--- src/rtl/mem_sched_pkg.sv ---
// Shared widths and FSM encoding for the memory load scheduler.
package mem_sched_pkg;
   localparam int ADDR_W = 16;
   localparam int DATA_W = 64;

   typedef enum logic {
      DRAIN = 1'b0,
      RUN   = 1'b1
   } state_e;
endpackage

--- src/rtl/mem_tag_fifo.sv ---
// Requester-ID FIFO for in-flight loads; memory returns in issue order, so the head tag
// names the owner of the next response.
module mem_tag_fifo #(
   parameter int W     = 2,
   parameter int DEPTH = 8,
   localparam int PW   = $clog2(DEPTH)
) (
   input  logic         clk,
   input  logic         rst_n,
   input  logic         push_i,
   input  logic [W-1:0] data_i,
   input  logic         pop_i,
   output logic [W-1:0] data_o,
   output logic [PW:0]  count_o,
   output logic         empty_o,
   output logic         full_o
);
   logic [W-1:0]  mem_q [DEPTH];
   logic [PW-1:0] wr_q, rd_q;
   logic [PW:0]   cnt_q;
   logic          do_push, do_pop;

   assign empty_o = (cnt_q == '0);
   assign full_o  = (cnt_q == (PW+1)'(DEPTH));
   assign do_push = push_i & ~full_o;
   assign do_pop  = pop_i & ~empty_o;
   assign data_o  = mem_q[rd_q];
   assign count_o = cnt_q;

   // Pointers wrap for free because DEPTH is a power of two.
   always_ff @(posedge clk or negedge rst_n) begin
      if (!rst_n) begin
         wr_q  <= '0;
         rd_q  <= '0;
         cnt_q <= '0;
      end else begin
         if (do_push) wr_q <= wr_q + 1'b1;
         if (do_pop)  rd_q <= rd_q + 1'b1;
         case ({do_push, do_pop})
            2'b10:   cnt_q <= cnt_q + 1'b1;
            2'b01:   cnt_q <= cnt_q - 1'b1;
            default: cnt_q <= cnt_q;
         endcase
      end
   end

   always_ff @(posedge clk) begin
      if (do_push) mem_q[wr_q] <= data_i;
   end
endmodule

--- src/rtl/mem_load_sched.sv ---
// Round-robin sharing of one memory load port among NREQ requesters; in-order responses
// are routed back by a tag FIFO. A post-reset DRAIN phase flushes stale memory responses.
module mem_load_sched
   import mem_sched_pkg::*;
#(
   parameter int NREQ      = 4,
   parameter int MAX_OUT   = 8,
   parameter int DRAIN_CYC = 100,
   localparam int TAGW     = $clog2(NREQ),
   localparam int OCW      = $clog2(MAX_OUT) + 1,
   localparam int CNT_W    = $clog2(DRAIN_CYC + 1)
) (
   input  logic                   clk,
   input  logic                   rst_n,
   input  logic [NREQ-1:0]        req_valid,
   input  logic [NREQ*ADDR_W-1:0] req_addr,
   output logic [NREQ-1:0]        req_ready,
   output logic [NREQ-1:0]        resp_valid,
   output logic [DATA_W-1:0]      resp_data,
   output logic                   mem_load_enable,
   output logic [ADDR_W-1:0]      mem_load_addr,
   input  logic                   mem_load_ready,
   input  logic [DATA_W-1:0]      mem_load_data,
   output logic [OCW-1:0]         outstanding,
   output logic                   busy
);
   state_e            state_q, state_d;
   logic [CNT_W-1:0]  cnt_q, cnt_d;
   logic [TAGW-1:0]   ptr_q, gnt_idx, head_tag;
   logic              gnt_vld, pop, fifo_empty, fifo_full;
   logic              en_q;
   logic [ADDR_W-1:0] addr_q;
   int                idx;

   always_comb begin
      state_d = state_q;
      cnt_d   = cnt_q;
      if (state_q == DRAIN) begin
         if (cnt_q == '0) state_d = RUN;
         else             cnt_d   = cnt_q - 1'b1;
      end
   end

   always_ff @(posedge clk or negedge rst_n) begin
      if (!rst_n) begin
         state_q <= DRAIN;
         cnt_q   <= CNT_W'(DRAIN_CYC - 1);
      end else begin
         state_q <= state_d;
         cnt_q   <= cnt_d;
      end
   end

   // Scan starts at ptr_q; full occupancy blocks grants even if a pop happens this cycle.
   always_comb begin
      gnt_vld   = 1'b0;
      gnt_idx   = '0;
      idx       = 0;
      req_ready = '0;
      if (state_q == RUN && !fifo_full) begin
         for (int k = 0; k < NREQ; k++) begin
            idx = (int'(ptr_q) + k) % NREQ;
            if (!gnt_vld && req_valid[idx]) begin
               gnt_vld = 1'b1;
               gnt_idx = TAGW'(idx);
            end
         end
      end
      if (gnt_vld) req_ready[gnt_idx] = 1'b1;
   end

   always_ff @(posedge clk or negedge rst_n) begin
      if (!rst_n) begin
         en_q   <= 1'b0;
         addr_q <= '0;
         ptr_q  <= '0;
      end else begin
         en_q <= gnt_vld;
         if (gnt_vld) begin
            addr_q <= req_addr[gnt_idx*ADDR_W +: ADDR_W];
            ptr_q  <= (gnt_idx == TAGW'(NREQ - 1)) ? '0 : gnt_idx + 1'b1;
         end
      end
   end

   assign pop = (state_q == RUN) & mem_load_ready & ~fifo_empty;

   always_comb begin
      resp_valid = '0;
      if (pop) resp_valid[head_tag] = 1'b1;
   end

   mem_tag_fifo #(
      .W     (TAGW),
      .DEPTH (MAX_OUT)
   ) u_tag_fifo (
      .clk     (clk),
      .rst_n   (rst_n),
      .push_i  (gnt_vld),
      .data_i  (gnt_idx),
      .pop_i   (pop),
      .data_o  (head_tag),
      .count_o (outstanding),
      .empty_o (fifo_empty),
      .full_o  (fifo_full)
   );

   assign resp_data       = mem_load_data;
   assign mem_load_enable = en_q;
   assign mem_load_addr   = addr_q;
   assign busy            = (state_q == DRAIN);
endmodule

--- config.mk ---
export PLATFORM = sky130hd
export DESIGN_NAME = mem_load_sched
export DESIGN_NICKNAME = d
export VERILOG_FILES = /design/src/rtl/mem_sched_pkg.sv /design/src/rtl/mem_tag_fifo.sv /design/src/rtl/mem_load_sched.sv
export SDC_FILE = /design/constraint.sdc
export NUM_CORES = 1
export LEC_CHECK = 0
export BUFFER_PORTS_ARGS = -buffer_cell sky130_fd_sc_hd__buf_4
export CAP_MARGIN = 20
export CORE_ASPECT_RATIO = 1.25
export CORE_UTILIZATION = 43
export CTS_CLUSTER_SIZE = 25
export DETAILED_ROUTE_END_ITERATION = 8
export PLACE_DENSITY = 0.82
export SYNTH_ARGS = -nofsm -noshare
export SYNTH_HDL_FRONTEND = slang
export SYNTH_SLANG_ARGS = --single-unit
--- constraint.sdc ---
create_clock -name clk -period 3.55 [get_ports clk]
set_clock_uncertainty 0.2 [all_clocks]
set_input_delay 0.1775 -clock clk [delete_from_list [all_inputs] [get_ports clk]]
set_output_delay 0.1775 -clock clk [all_outputs]
set_load 0.01 [all_outputs]
Word-level counts from Yosys, hierarchy flattened
Memory sizes are Yosys's and may differ from the RTL's.
Index checks and enable logic that the tools add are counted.
{"block": "word_totals", "ff_bits": 37, "mem_bits_rw": 16, "in_bits": 135, "out_inout_bits": 94, "elab_cells": 95, "memories": 1}
{"name": "u_tag_fifo.mem_q", "depth": 8, "word_bits": 2, "rd": 1, "rd_clocked_by_memory_dff": 0, "write_ports": 1, "line_no": "mem_tag_fifo.sv:18", "rtl": "logic [W-1:0] mem_q [DEPTH];"}
{"block": "op_classes", "addsub": 9, "order_cmp": 8, "n_eq_ne": 4, "shift": 1, "mux": 36, "n_bitwise": 11, "n_reduce_logical": 17}
{"cell": "$shiftx A64 B7 Y16", "n": 1}
{"cell": "$mux W1", "n": 21}
{"cell": "$lt A3 B4 Y1 const B", "n": 3}
{"cell": "$mux W2", "n": 6}
{"cell": "$lt A2 B3 Y1 const B", "n": 3}
{"cell": "$bmux W1 S2", "n": 4}
{"cell": "$mux W4", "n": 2}
{"cell": "$pmux W4 S2", "n": 1}
{"cell": "$logic_not A7 Y1", "n": 1}
{"cell": "$sub A7 B1 Y7 const B", "n": 1}
{"cell": "$add A3 B1 Y3 const B", "n": 2}
{"cell": "$logic_and A1 B1 Y1", "n": 6}
{"cell": "$reduce_or A2 Y1", "n": 3}
{"cell": "$add A2 B1 Y2 const B", "n": 2}
{"cell": "$add A2 B2 Y2 const B", "n": 2}
{"cell": "$add A4 B1 Y4 const B", "n": 1}
{"cell": "$and A1 B1 Y1", "n": 4}
{"cell": "$demux W1 S2", "n": 2}
{"cell": "$eq A2 B2 Y1 const B", "n": 2}
{"cell": "$eq A4 B4 Y1 const B", "n": 1}
{"cell": "$ge A2 B1 Y1 const B", "n": 2}
{"cell": "$logic_not A1 Y1", "n": 4}
{"cell": "$logic_not A4 Y1", "n": 1}
{"cell": "$not A1 Y1", "n": 4}
{"cell": "5 further kinds", "n": 7}

Depth between registers and ports, before layout
Gate-level depths: netlist (run 1).
{"block": "depth", "ltp_word": 22, "ltp_mapped": 10, "mapped_depth_nobuf": 9}

Cells and area by module
From an unflattened synthesis (run 1), not the netlist that was laid out.
{"block": "hier_totals", "cells_unflattened": 318, "hier_area_um2": 3389.5}
{"module": "mem_load_sched", "instances": 1, "cells_each": 228, "area_per_inst_um2": 2128.3}
{"module": "mem_tag_fifo", "instances": 1, "cells_each": 90, "area_per_inst_um2": 1261.2}

Worst setup path after synthesis (run 1)
OpenSTA, ideal clock, no wires.
{"block": "synth_timing", "path_type": "register -> register", "startpoint": "register u_tag_fifo.cnt_q[0], in the netlist u_tag_fifo.count_o[0]", "endpoint": "register u_tag_fifo.cnt_q[2], in the netlist u_tag_fifo.count_o[2]", "setup_time_ns": 0.130, "arrival_time_ns": 2.343, "t_required_ns": 3.220, "slack_ns": 0.877, "path_stages_with_launch": 11, "path_buffers": 1, "path_cell_list": "dfrtp_1 > or4b_1 > nand3_1 > buf_4 > ha_1 > xor2_1 > ha_1 > a21oi_1 > xor2_1 > nor2_1 > xor2_1"}
{"block": "synth_between", "elab_chain_len": 7, "word_cells_on_any_way": 16, "cone_classes": "add/sub (2); eq/ne (3); mux (2); bitwise (5); reduce/logical (4)"}
{"element": "start: declaration", "line_no": "mem_tag_fifo.sv:20", "rtl": "logic [PW:0] cnt_q;"}
{"element": "start signal: assignment", "line_no": "mem_tag_fifo.sv:40", "rtl": "2'b10: cnt_q <= cnt_q + 1'b1;"}
{"element": "start signal: assignment", "line_no": "mem_tag_fifo.sv:41", "rtl": "2'b01: cnt_q <= cnt_q - 1'b1;"}
{"element": "start signal: assignment", "line_no": "mem_tag_fifo.sv:42", "rtl": "default: cnt_q <= cnt_q;"}
{"element": "$eq A4 B4 Y1", "line_no": "mem_tag_fifo.sv:24", "rtl": "assign full_o = (cnt_q == (PW+1)'(DEPTH));"}
{"element": "$logic_not A1 Y1", "line_no": "mem_load_sched.sv:60", "rtl": "if (state_q == RUN && !fifo_full) begin"}
{"element": "$logic_and A1 B1 Y1", "line_no": "mem_load_sched.sv:60"}
{"element": "$mux W1", "line_no": "mem_load_sched.sv:60"}
{"element": "$and A1 B1 Y1", "line_no": "mem_tag_fifo.sv:25", "rtl": "assign do_push = push_i & ~full_o;"}
{"element": "$eq A2 B1 Y1 or $eq A2 B2 Y1 (tied branches)", "line_no": "mem_tag_fifo.sv:39", "rtl": "case ({do_push, do_pop})"}
{"element": "$pmux W4 S2 or $reduce_bool A2 Y1 (tied branches)"}
Several ways; a longest one is shown, not always the timed one.
A chain may end at the register's enable or synchronous reset.

Worst setup path after layout (run 1)
{"block": "layout_timing", "startpoint": "register u_tag_fifo.cnt_q[1], in the netlist u_tag_fifo.count_o[1]", "endpoint": "output req_ready[3]"}
{"block": "layout_between", "elab_chain_len": 9, "word_cells_on_any_way": 11, "cone_classes": "order compare (2); eq/ne (1); mux (5); reduce/logical (3)"}
{"element": "$eq A4 B4 Y1 *", "line_no": "mem_tag_fifo.sv:24"}
{"element": "$logic_not A1 Y1 *", "line_no": "mem_load_sched.sv:60"}
{"element": "$logic_and A1 B1 Y1 *", "line_no": "mem_load_sched.sv:60"}
{"element": "$mux W2 *", "line_no": "mem_load_sched.sv:60"}
{"element": "via gnt_idx[0]", "line_no": "mem_load_sched.sv:29", "rtl": "logic [TAGW-1:0] ptr_q, gnt_idx, head_tag;"}
{"element": "$lt A2 B3 Y1 (implied by the code) or $ge A2 B1 Y1 (tied branches)", "line_no": "mem_load_sched.sv:69", "rtl": "if (gnt_vld) req_ready[gnt_idx] = 1'b1;"}
{"element": "$logic_and A1 B1 Y1 (implied by the code)", "line_no": "mem_load_sched.sv:69"}
{"element": "$mux W1 (implied by the code)", "line_no": "mem_load_sched.sv:69"}
{"element": "$demux W1 S2 *", "line_no": "mem_load_sched.sv:69"}
{"element": "$mux W4 *", "line_no": "mem_load_sched.sv:69"}
{"element": "end: declaration", "line_no": "mem_load_sched.sv:17", "rtl": "output logic [NREQ-1:0] req_ready,"}
Mark *: on every way through the listed nets, which the timed path passes. The rest lies on a longest branch.

==> results by group, run 1 <==
GRT
  – Initial antenna violation count: 0
  – Vias in the first global route: 2628
  – First-pass GRT wire length: between 10000 and 15000 um
  – Global Route Usage Sum: 0.175
  – Remaining Overflow, GRT: 0
  – Pin count of the biggest net entering global routing: 38

Logic synthesis
  – Seq/Total Area, Yosys: 0.392
  – Post-synth EDFFs: 16
  – Mapped Area: 3600 um2
  – Synth Area per Inst: around 11 um2
  – Syn. warnings: 0
  – Syn_nets: 477
  – Post-synth cell types: 53
  – Most used DFF post-synth: dfrtp_1
  – Fraction of registers with async set/reset: 0.698
  – Synth Register Bits: 53
  – Synth Instances: ~330

Worst setup path
  – Crit path cell chain: or4b_1 -> and2_4 -> o21ai_0 -> inv_1 -> ha_1 -> and2_1 -> buf_4
  – Setup crit end kind: output pin
  – Worst r2r src: u_tag_fifo.count_o[1]$_DFFE_PN0P_
  – Worst R2R Setup Slack: 0.93 ns
  – Worst reg-to-reg path cell count: 9
  – Critical path arrival: 2.54 ns
  – CP Class: reg -> out
  – CP Data Required Time: 3.17 ns
  – Crit-path max cell delay: ~0.57 ns
  – Critical R2R Capture: u_tag_fifo.count_o[2]$_DFFE_PN0P_
  – CP max FO: 11
  – CP Launch Type: register
  – Worst path slowest cell: or4b_1

Timing
  – Fin Setup TNS: 0 ns
  – Hold WS: 0.00257 ns
  – Maximum clock frequency: between 300 and 400 MHz
  – Count of final hold-check violations: 0
  – Final setup vio count: 0
  – Slew at the pin closest to its max-slew limit: 0.952 ns
  – Relative slew slack: 0.364
  – Final Cycle Share: 0.821
  – Tmin final: 2.91 ns
  – RSZ-0062 raised after global routing: false
  – Final Max Slew Viols: 0
  – Final WS setup: 0.635 ns

CTS
  – Post-CTS sizing: 0
  – Total CTS buffers: 5
  – CTS root buf: clkbuf_8
  – Clk pin slew, worst setup/hold paths: around 0.1 ns
  – TritonCTS clock tree: done
  – Clock Latency Late Sink: 0.30 ns
  – Bufs on Longest Clock Path: 2
  – Num Clock Sinks: 53
  – H-tree depth: 2

Power and ir drop
  – PwrDens: roughly 730 nW/um2
  – P_leak: 1.82 nW
  – Post-layout total power: ~3 mW
  – Maximum vdd drop: around 420 uV

Finish
  – Area growth, synth to finish: 13.0%
  – Number of diodes: 0
  – Fill count: 696
  – Nets: 517
  – Share of cells above drive strength 1: 0.395
  – Final Instance Area: 4070 um2

Hold path
  – WHS Endpoint: mem_load_addr[11]$_DFFE_PN0P_
  – Min-Delay Path Class: in -> reg
  – Hold path start: req_addr[43]
  – Worst hold stages: 3

Die
  – Io pins: 229
  – Die area: 8730 um2
  – Core Region: 7930 um2
  – Die width: roughly 84 um
  – Die Y: roughly 100 um
  – # rows: 36
  – Initial Util: 0.454

Placement
  – Post-Place Setup Slack: 0.964 ns
  – Placer Congestion: around 0.81
  – Placed cell areas: 3900 um2
  – Detailed Place HPWL: 5630 um
  – Port bufs: 100

Route
  – Routed via count: 2566
  – WL per Instance: roughly 16 um
  – Drt drc: 0
  – Initial drt markers: around 160
  – DRT Pass-1 Iters: 4
  – Via density: 5.49
  – Routed WL: 7580 um
  – DRT antenna net count: 0

Flow run
  – Number of max-cap violations: 0

Outcome
  – Status: completed
[per-layer routing]
metal	up-vias	routed length (um)	global-route usage
met5	-	0	0
met1	1218	3010	0.202
li1	1192	-	-
met4	0	223	0.0763
met3	37	517	0.0421
met2	119	3840	0.306
[cell type report]
cell class                 count  area, um2  area share
clock inverter                 3       26.3     0.00646
sequential                    53       1410       0.347
clock buffer                   5       68.8      0.0169
tap                           95        119      0.0292
timing repair buffer         110        843       0.207
multi-input combinational    189       1550       0.382
inverter                      12       45.0      0.0111
[state kept, by name, indices dropped and copies added, names as in the netlist]
signal,cells
cnt_q,7
mem_load_addr,16
mem_load_enable,1
ptr_q,2
state_q,1
u_tag_fifo.count_o,4
u_tag_fifo.mem_q,16
u_tag_fifo.rd_q,3
u_tag_fifo.wr_q,3
[cell families after synthesis]
family / Yosys count / share of synthesized area
multiplexers: 24 / 0.0814
AND/OR/NAND/NOR: 88 / 0.138
adder cells (fa/ha/maj): 11 / 0.0383
buffers and inverters: 89 / 0.176
XOR/XNOR: 15 / 0.0365
AO/OA/AOI/OAI: 51 / 0.137
flip-flops: 53 / 0.392
[report_power, final]
part           internal (mW)  switching, mW  total, mW
logic                  0.744          0.785       1.53
clock network          0.144          0.207      0.351
registers              0.896          0.211       1.11
total                   1.78           1.20       2.99
[cell usage after synthesis (all sizes together) (7+ instances only)]
| master | number | area, um2 |
|---|---|---|
| buf | 76 | 584 |
| dfrtp | 33 | 826 |
| nor2 | 27 | 111 |
| a211oi | 18 | 190 |
| mux2i | 18 | 180 |
| a221oi | 16 | 159 |
| edfxtp | 16 | 480 |
| nand2 | 15 | 56.3 |
| nor2b | 14 | 87.6 |
| inv | 12 | 45.1 |
| ha | 11 | 138 |
| xor2 | 8 | 70.1 |
| xnor2 | 7 | 61.3 |
[placed cells by master, fill, tap and decap left out, types with 2 or more instances in the layout]
cell           instances
a21oi_1                4
mux2_2                 2
a221oi_2               3
clkbuf_8               5
a211oi_1               7
xor2_1                 8
inv_1                 10
nand2_1               15
nor4b_1                2
nor2b_1               14
a211oi_2              11
nor3b_1                3
nor4_1                 5
mux2i_1               18
and2_1                 4
nor3_1                 3
ha_1                  11
xnor2_1                7
edfxtp_1              16
dlygate4sd3_1          7
mux4_2                 4
nor2_1                25
dfstp_2                4
buf_4                103
clkinv_4               2
inv_2                  2
dfrtp_1               33
a221oi_1              13
o21ai_0                4
and2b_1                3
nand3_1                3
[stage by stage]
stage	utilization	instances
after floorplan	-	331
after global placement	0.492	452
after detailed placement	0.492	452
after CTS	0.513	467
after global routing	0.513	467
final	0.513	467
[what timing repair did]
action	4_1_cts	5_1_grt
hold buffers	7	0
setup buffers	0	0
hold endpoints to repair	43	0
endpoints found under the setup margin	0	0
[critical path, delay by kind of cell, from the launching register on]
kind / cells / cell delay [ns]
buf+inv: 2 / 0.41
compound gates: 1 / 0.16
simple gates: 3 / 0.90
fa+ha+maj: 1 / 0.28
flops: 1 / 0.48
[worst max-delay path by stage]
| stage | from | to | cells after the start |
|---|---|---|---|
| after floorplan | u_tag_fifo.count_o[0]$_DFFE_PN0P_ | u_tag_fifo.count_o[2]$_DFFE_PN0P_ | 10 |
| after global placement | u_tag_fifo.count_o[0]$_DFFE_PN0P_ | req_ready[3] | 7 |
| after detailed placement | u_tag_fifo.count_o[1]$_DFFE_PN0P_ | u_tag_fifo.count_o[2]$_DFFE_PN0P_ | 9 |
| after CTS | u_tag_fifo.count_o[1]$_DFFE_PN0P_ | req_ready[3] | 7 |
| after global routing | u_tag_fifo.count_o[1]$_DFFE_PN0P_ | req_ready[3] | 7 |
| final | u_tag_fifo.count_o[1]$_DFFE_PN0P_ | req_ready[3] | 7 |
No activity file was read; power rests on OpenSTA's default activity.
==> run 2: changes to the inputs <==
--- a/config.mk
+++ b/config.mk
@@ -8,10 +8,10 @@
 export BUFFER_PORTS_ARGS = -buffer_cell sky130_fd_sc_hd__buf_4
 export CAP_MARGIN = 20
 export CORE_ASPECT_RATIO = 1.25
-export CORE_UTILIZATION = 43
+export CORE_UTILIZATION = 39
 export CTS_CLUSTER_SIZE = 25
 export DETAILED_ROUTE_END_ITERATION = 8
-export PLACE_DENSITY = 0.82
+export PLACE_DENSITY = 0.78
 export SYNTH_ARGS = -nofsm -noshare
 export SYNTH_HDL_FRONTEND = slang
 export SYNTH_SLANG_ARGS = --single-unit
==> constraint.sdc (replaced) <==
create_clock -name clk -period 2.3 [get_ports clk]
set_clock_uncertainty 0.2 [all_clocks]
set_input_delay 0.115 -clock clk [delete_from_list [all_inputs] [get_ports clk]]
set_output_delay 0.115 -clock clk [all_outputs]
set_load 0.01 [all_outputs]
==> results by group, run 2 (synthesis results as in run 1) <==
Power and ir drop
  – PwrDens: 1090 nW/um2
  – Maximum vdd drop: 474 uV
  – P_leak: 2.11 nW

GRT
  – First-pass GRT wire length: around 14000 um
  – Remaining Overflow, GRT: 0
  – Initial antenna violation count: 0
  – Pin count of the biggest net entering global routing: 38
  – Vias in the first global route: 2927
  – Global Route Usage Sum: 0.189

Timing
  – Final Max Slew Viols: 0
  – Maximum clock frequency: between 400 and 500 MHz
  – Slew at the pin closest to its max-slew limit: 0.653 ns
  – Hold WS: 0.0103 ns
  – Final Cycle Share: 1.05
  – Relative slew slack: 0.564
  – Tmin final: 2.42 ns
  – Count of final hold-check violations: 0
  – Final setup vio count: 6
  – Final WS setup: -0.116 ns
  – Fin Setup TNS: -0.480 ns
  – RSZ-0062 raised after global routing: true

Finish
  – Fin util: 0.550
  – Share of cells above drive strength 1: 0.439
  – Commonest non-fill, non-tap cell in the layout: buf_4
  – Number of diodes: 0
  – Nets: a little under 600
  – Most frequent cells in the layout: buf_4 (118), dlygate4sd3_1 (46), dfrtp_1 (30), nor2_1 (24)
  – Area growth, synth to finish: 34.5%

Die
  – Die area: 9610 um2
  – Io pins: 229
  – Die width: 87.9 um
  – Core Region: 8800 um2
  – Die Y: 109 um
  – Initial Util: 0.409
  – # rows: 38

Placement
  – Detailed Place HPWL: between 5000 and 6000 um
  – Placer Congestion: about 0.77
  – Post-Place Setup Slack: -0.122 ns
  – Port bufs: 100

Worst setup path
  – Critical R2R Capture: u_tag_fifo.count_o[2]$_DFFE_PN0P_
  – Worst reg-to-reg path cell count: 9
  – CP Data Required Time: roughly 2.0 ns
  – Critical path arrival: approximately 2.1 ns
  – Setup crit end kind: output pin
  – CP Class: reg -> out
  – Worst r2r src: u_tag_fifo.count_o[0]$_DFFE_PN0P_
  – Worst R2R Setup Slack: -0.05 ns
  – CP Launch Type: register
  – CP max FO: 3

Outcome
  – Status: finished with violations
  – Failing checks: setup timing

Hold path
  – Hold path start: req_addr[23]
  – WHS Endpoint: mem_load_addr[7]$_DFFE_PN0P_
  – Min-Delay Path Class: in -> reg
  – Worst hold stages: 3

CTS
  – H-tree depth: 2
  – Clk pin slew, worst setup/hold paths: ~0.090 ns
  – CTS root buf: clkbuf_8
  – Total CTS buffers: 5
  – TritonCTS clock tree: done
  – Clock Latency Late Sink: slightly above 0.3 ns
  – Num Clock Sinks: 53
  – Bufs on Longest Clock Path: 2

Route
  – DRT antenna net count: 0
  – WL per Instance: 16.7 um
  – Routed via count: 2830
  – Routed WL: 9260 um
  – DRT Pass-1 Iters: 4
  – Drt drc: 0
  – Via density: 5.12
  – Initial drt markers: 137

Flow run
  – Number of max-cap violations: 0
-- run 2: cell count changes in the layout (fill, tap and decap cells not counted), moves of 4 or more --
cell | previous run | this run
dlygate4sd3_1 | 7 | 46
buf_4 | 103 | 118
buf_6 | 0 | 6
ha_1 | 11 | 6
and2_1 | 4 | 0
and2_4 | 1 | 5
ha_4 | 0 | 4
-- run 2: how the worst max path moves through the flow --
stage                                            startpoint                                 to  slack [ns]  depth (start not counted)
after floorplan           u_tag_fifo.count_o[0]$_DFFE_PN0P_  u_tag_fifo.count_o[2]$_DFFE_PN0P_       -0.15                         10
after global placement    u_tag_fifo.count_o[0]$_DFFE_PN0P_  u_tag_fifo.count_o[3]$_DFFE_PN0P_       -0.07                          6
after detailed placement  u_tag_fifo.count_o[0]$_DFFE_PN0P_  u_tag_fifo.count_o[3]$_DFFE_PN0P_       -0.12                          6
after CTS                 u_tag_fifo.count_o[1]$_DFFE_PN0P_                       req_ready[3]       -0.11                          7
after global routing      u_tag_fifo.count_o[0]$_DFFE_PN0P_                       req_ready[3]       -0.16                          7
final                     u_tag_fifo.count_o[0]$_DFFE_PN0P_                       req_ready[3]       -0.12                          7
-- run 2: critical path: stages, from the launching register on --
cell and delay [ns]:
dfrtp_2 0.45, or4b_4 0.57, and2_4 0.18, o21ai_4 0.08, inv_2 0.10, ha_4 0.17, and2_4 0.14, buf_6 0.11
-- run 2: metrics by stage --
step | std cells | power [mW] | instance area (um2)
after floorplan | 331 | 3.47 | 3630
after global placement | 494 | 4.21 | 4090
after CTS | 551 | 5.20 | 4790
after global routing | 553 | 5.61 | 4840
after detailed placement | 494 | 4.29 | 4090
final | 553 | 5.28 | 4840
-- run 2: area by class of cell --
cell class	count	area, um2
Tap cell	120	150
Inverter	12	50.0
Sequential cell	53	1420
Clock buffer	5	68.8
Multi-Input combinational cell	190	1700
Clock inverter	3	41.3
Timing Repair Buffer	170	1410
Fill cell	727	3960
-- run 2: what timing repair did --
item                       CTS  global route
buffers inserted             3             1
pin swaps                    7             2
setup endpoints to repair   24            26
hold buffers                46             0
hold endpoints to repair    53             0
gates resized for setup     27             7
gates cloned                 0             1
-- run 2: routing by layer --
layer  vias up  part of all wire  GRT usage  routed length [um]
met2       120              0.54      0.350                5000
met5         -                 0          0                   0
met3        42             0.048     0.0285                 442
li1       1313                 -          -                   -
met4         0             0.036      0.110                 335
met1      1355              0.38      0.199                3480
-- run 2: report_power, final --
group          total [mW]  switching, mW  internal [mW]
Clock               0.639          0.318          0.321
Sequential           1.69          0.301           1.39
Combinational        2.95           1.44           1.51
Total                5.28           2.06           3.22
==> run 3: changes to the inputs <==
--- a/config.mk
+++ b/config.mk
@@ -8,6 +8,7 @@
 export BUFFER_PORTS_ARGS = -buffer_cell sky130_fd_sc_hd__buf_4
 export CAP_MARGIN = 20
 export CORE_ASPECT_RATIO = 1.25
+export CORE_MARGIN = 2
 export CORE_UTILIZATION = 39
 export CTS_CLUSTER_SIZE = 25
 export DETAILED_ROUTE_END_ITERATION = 8
==> results by group, run 3 (synthesis results as in run 1) <==
Route
  – DRT Pass-1 Iters: 4
  – Routed WL: around 9200 um
  – Routed via count: around 2900
  – DRT antenna net count: 0
  – WL per Instance: 16.9 um
  – Via density: 5.25
  – Initial drt markers: roughly 130
  – Drt drc: 0

Worst setup path
  – Worst path slowest cell: or4b_4
  – CP Data Required Time: 2.27 ns
  – CP Launch Type: register
  – CP max FO: 4
  – Worst r2r src: u_tag_fifo.count_o[0]$_DFFE_PN0P_
  – Crit. Startpoint: u_tag_fifo.count_o[0]$_DFFE_PN0P_
  – Buffers and inverters on the worst path: 0
  – Critical path arrival: 2.36 ns
  – Crit path max-delay family: simple AND/OR/NAND/NOR gates
  – Crit path cell chain: or4b_4 -> nand3_4 -> ha_2 -> and4bb_2 -> a211oi_2 -> a211oi_2 -> xor2_1
  – CP Class: reg -> reg
  – Crit-path max cell delay: 0.57 ns
  – Most frequent CP cell: a211oi_2
  – Setup crit end kind: register

Hold path
  – Min-Delay Path Class: in -> reg
  – Hold path start: req_addr[32]

Die
  – Core Region: 9080 um2
  – # rows: 39
  – Die Y: 111 um
  – Die width: 89.9 um
  – Io pins: 229
  – Die area: 10000 um2
  – Initial Util: 0.396

Power and ir drop
  – P_sw: approximately 2.2 mW
  – Maximum vdd drop: 487 uV
  – Net switching fraction of the power: 0.387
  – Sequential Power Share: 0.300
  – PwrDens: 1180 nW/um2
  – Int Power: 3.45 mW
  – Combinational power share: 0.566
  – Clock power share: 0.134
  – Post-layout total power: 5.63 mW
  – P_leak: between 2 and 2.5 nW

CTS
  – Total CTS buffers: 5
  – Bufs on Longest Clock Path: 2
  – CTS root buf: clkbuf_16
  – Clock Latency Late Sink: 0.29 ns
  – Clk pin slew, worst setup/hold paths: around 0.070 ns
  – TritonCTS clock tree: done
  – H-tree depth: 2
  – Num Clock Sinks: 53

GRT
  – Global Route Usage Sum: 0.181
  – Remaining Overflow, GRT: 0
  – First-pass GRT wire length: 14600 um
  – Initial antenna violation count: 0
  – Pin count of the biggest net entering global routing: 38
  – Vias in the first global route: 3091

Finish
  – Storage element area: 1420 um2
  – Most frequent cells in the layout: buf_4 (125), dfrtp_1 (30), nor2_1 (24), dlygate4sd3_1 (23), mux2i_1 (18)
  – Number of diodes: 0
  – Nets: ~570
  – Area growth, synth to finish: 33.1%
  – Area of the multi-input gates: 1720 um2
  – Share of cells above drive strength 1: 0.490
  – Commonest non-fill, non-tap cell in the layout: buf_4
  – Fill count: 811

Timing
  – Final setup vio count: 7
  – Fin Setup TNS: -0.487 ns
  – Hold WS: -0.0187 ns
  – Count of final hold-check violations: 2
  – RSZ-0062 raised after global routing: true
  – Final Max Slew Viols: 0
  – Final Cycle Share: 1.04
  – Slew at the pin closest to its max-slew limit: between 0.6 and 0.7 ns
  – Tmin final: between 2 and 2.5 ns
  – Final WS setup: -0.0964 ns
  – Relative slew slack: 0.548
  – Maximum clock frequency: 417 MHz

Placement
  – Port bufs: 100
  – Detailed Place HPWL: 6170 um
  – Placer Congestion: approximately 0.8

Outcome
  – Status: finished with violations
  – Failing checks: hold timing, setup timing

Flow run
  – Number of max-cap violations: 0
## run 3: cell count changes in the layout (fill, tap and decap cells not counted), moves of 2 or more
| cell | before | now |
|---|---|---|
| clkbuf_16 | 0 | 5 |
| mux2i_2 | 2 | 0 |
| clkbuf_8 | 5 | 0 |
| ha_1 | 6 | 4 |
| mux2i_1 | 16 | 18 |
| buf_12 | 0 | 2 |
| buf_4 | 118 | 125 |
| nor3b_1 | 3 | 1 |
| nor3b_2 | 0 | 2 |
| clkinv_4 | 0 | 2 |
| dlygate4sd3_1 | 46 | 23 |
## run 3: layout make-up
cell class / count / area share
Timing Repair Buffer: 157 / 0.269
Clock inverter: 3 / 0.00549
Sequential cell: 53 / 0.296
Clock buffer: 5 / 0.0262
Tap cell: 123 / 0.0322
Multi-Input combinational cell: 190 / 0.360
Inverter: 12 / 0.0110
## run 3: timing repair
item                       in CTS  in global routing
setup buffers                  12                  4
resized for setup              31                 10
pin swaps                      10                  9
hold endpoints to repair       53                  0
gates cloned                    1                  0
setup endpoints to repair      13                 34
hold buffers                   23                  0
## run 3: power groups by stage
stage / sequential, mW / combinational, mW / clock (mW)
2_1_floorplan: 1.70 / 1.77 / 0
6_report: 1.69 / 3.19 / 0.753
4_1_cts: 1.67 / 3.09 / 0.773
3_3_place_gp: 1.66 / 2.61 / 0
3_5_place_dp: 1.68 / 2.69 / 0
5_1_grt: 1.73 / 3.44 / 0.807
## run 3: worst paths after layout
check	cells after the start	slack, ns	endpoint
max	7	-0.1	u_tag_fifo.count_o[3]$_DFFE_PN0P_
min	3	-0.02	mem_load_addr[0]$_DFFE_PN0P_
max reg2reg	7	-0.1	u_tag_fifo.count_o[3]$_DFFE_PN0P_
min reg2reg	1	0.29	cnt_q[6]$_DFFE_PN1P_
max in group asynchronous	2	1.39	cnt_q[5]$_DFFE_PN1P_
min in group asynchronous	2	0.15	u_tag_fifo.count_o[3]$_DFFE_PN0P_
## run 3: layer usage
layer	up-vias	GRT usage	part of all wire
met3	48	0.0453	0.062
met5	-	0	0
li1	1296	-	-
met4	0	0.0892	0.041
met2	134	0.338	0.53
met1	1374	0.189	0.37
## run 3: stage by stage
stage	setup slack [ns]	hold slack (ns)	utilization	cells	cell area [um2]
finish	-0.0964	-0.0187	0.527	543	4780
detailed placement	-0.164	-0.0685	0.453	497	4110
global placement	-0.0825	-0.0843	0.453	497	4110
CTS	-0.0786	0.000317	0.518	540	4710
global route	-0.175	0.0131	0.527	543	4780
floorplan	-0.152	-0.381	-	331	3630
## run 3: worst register-to-register path, stage by stage, from the launching register on
cell and delay [ns]:
dfrtp_2 0.43, or4b_4 0.57, nand3_4 0.13, ha_2 0.23, and4bb_2 0.26, a211oi_2 0.23, a211oi_2 0.08, xor2_1 0.14
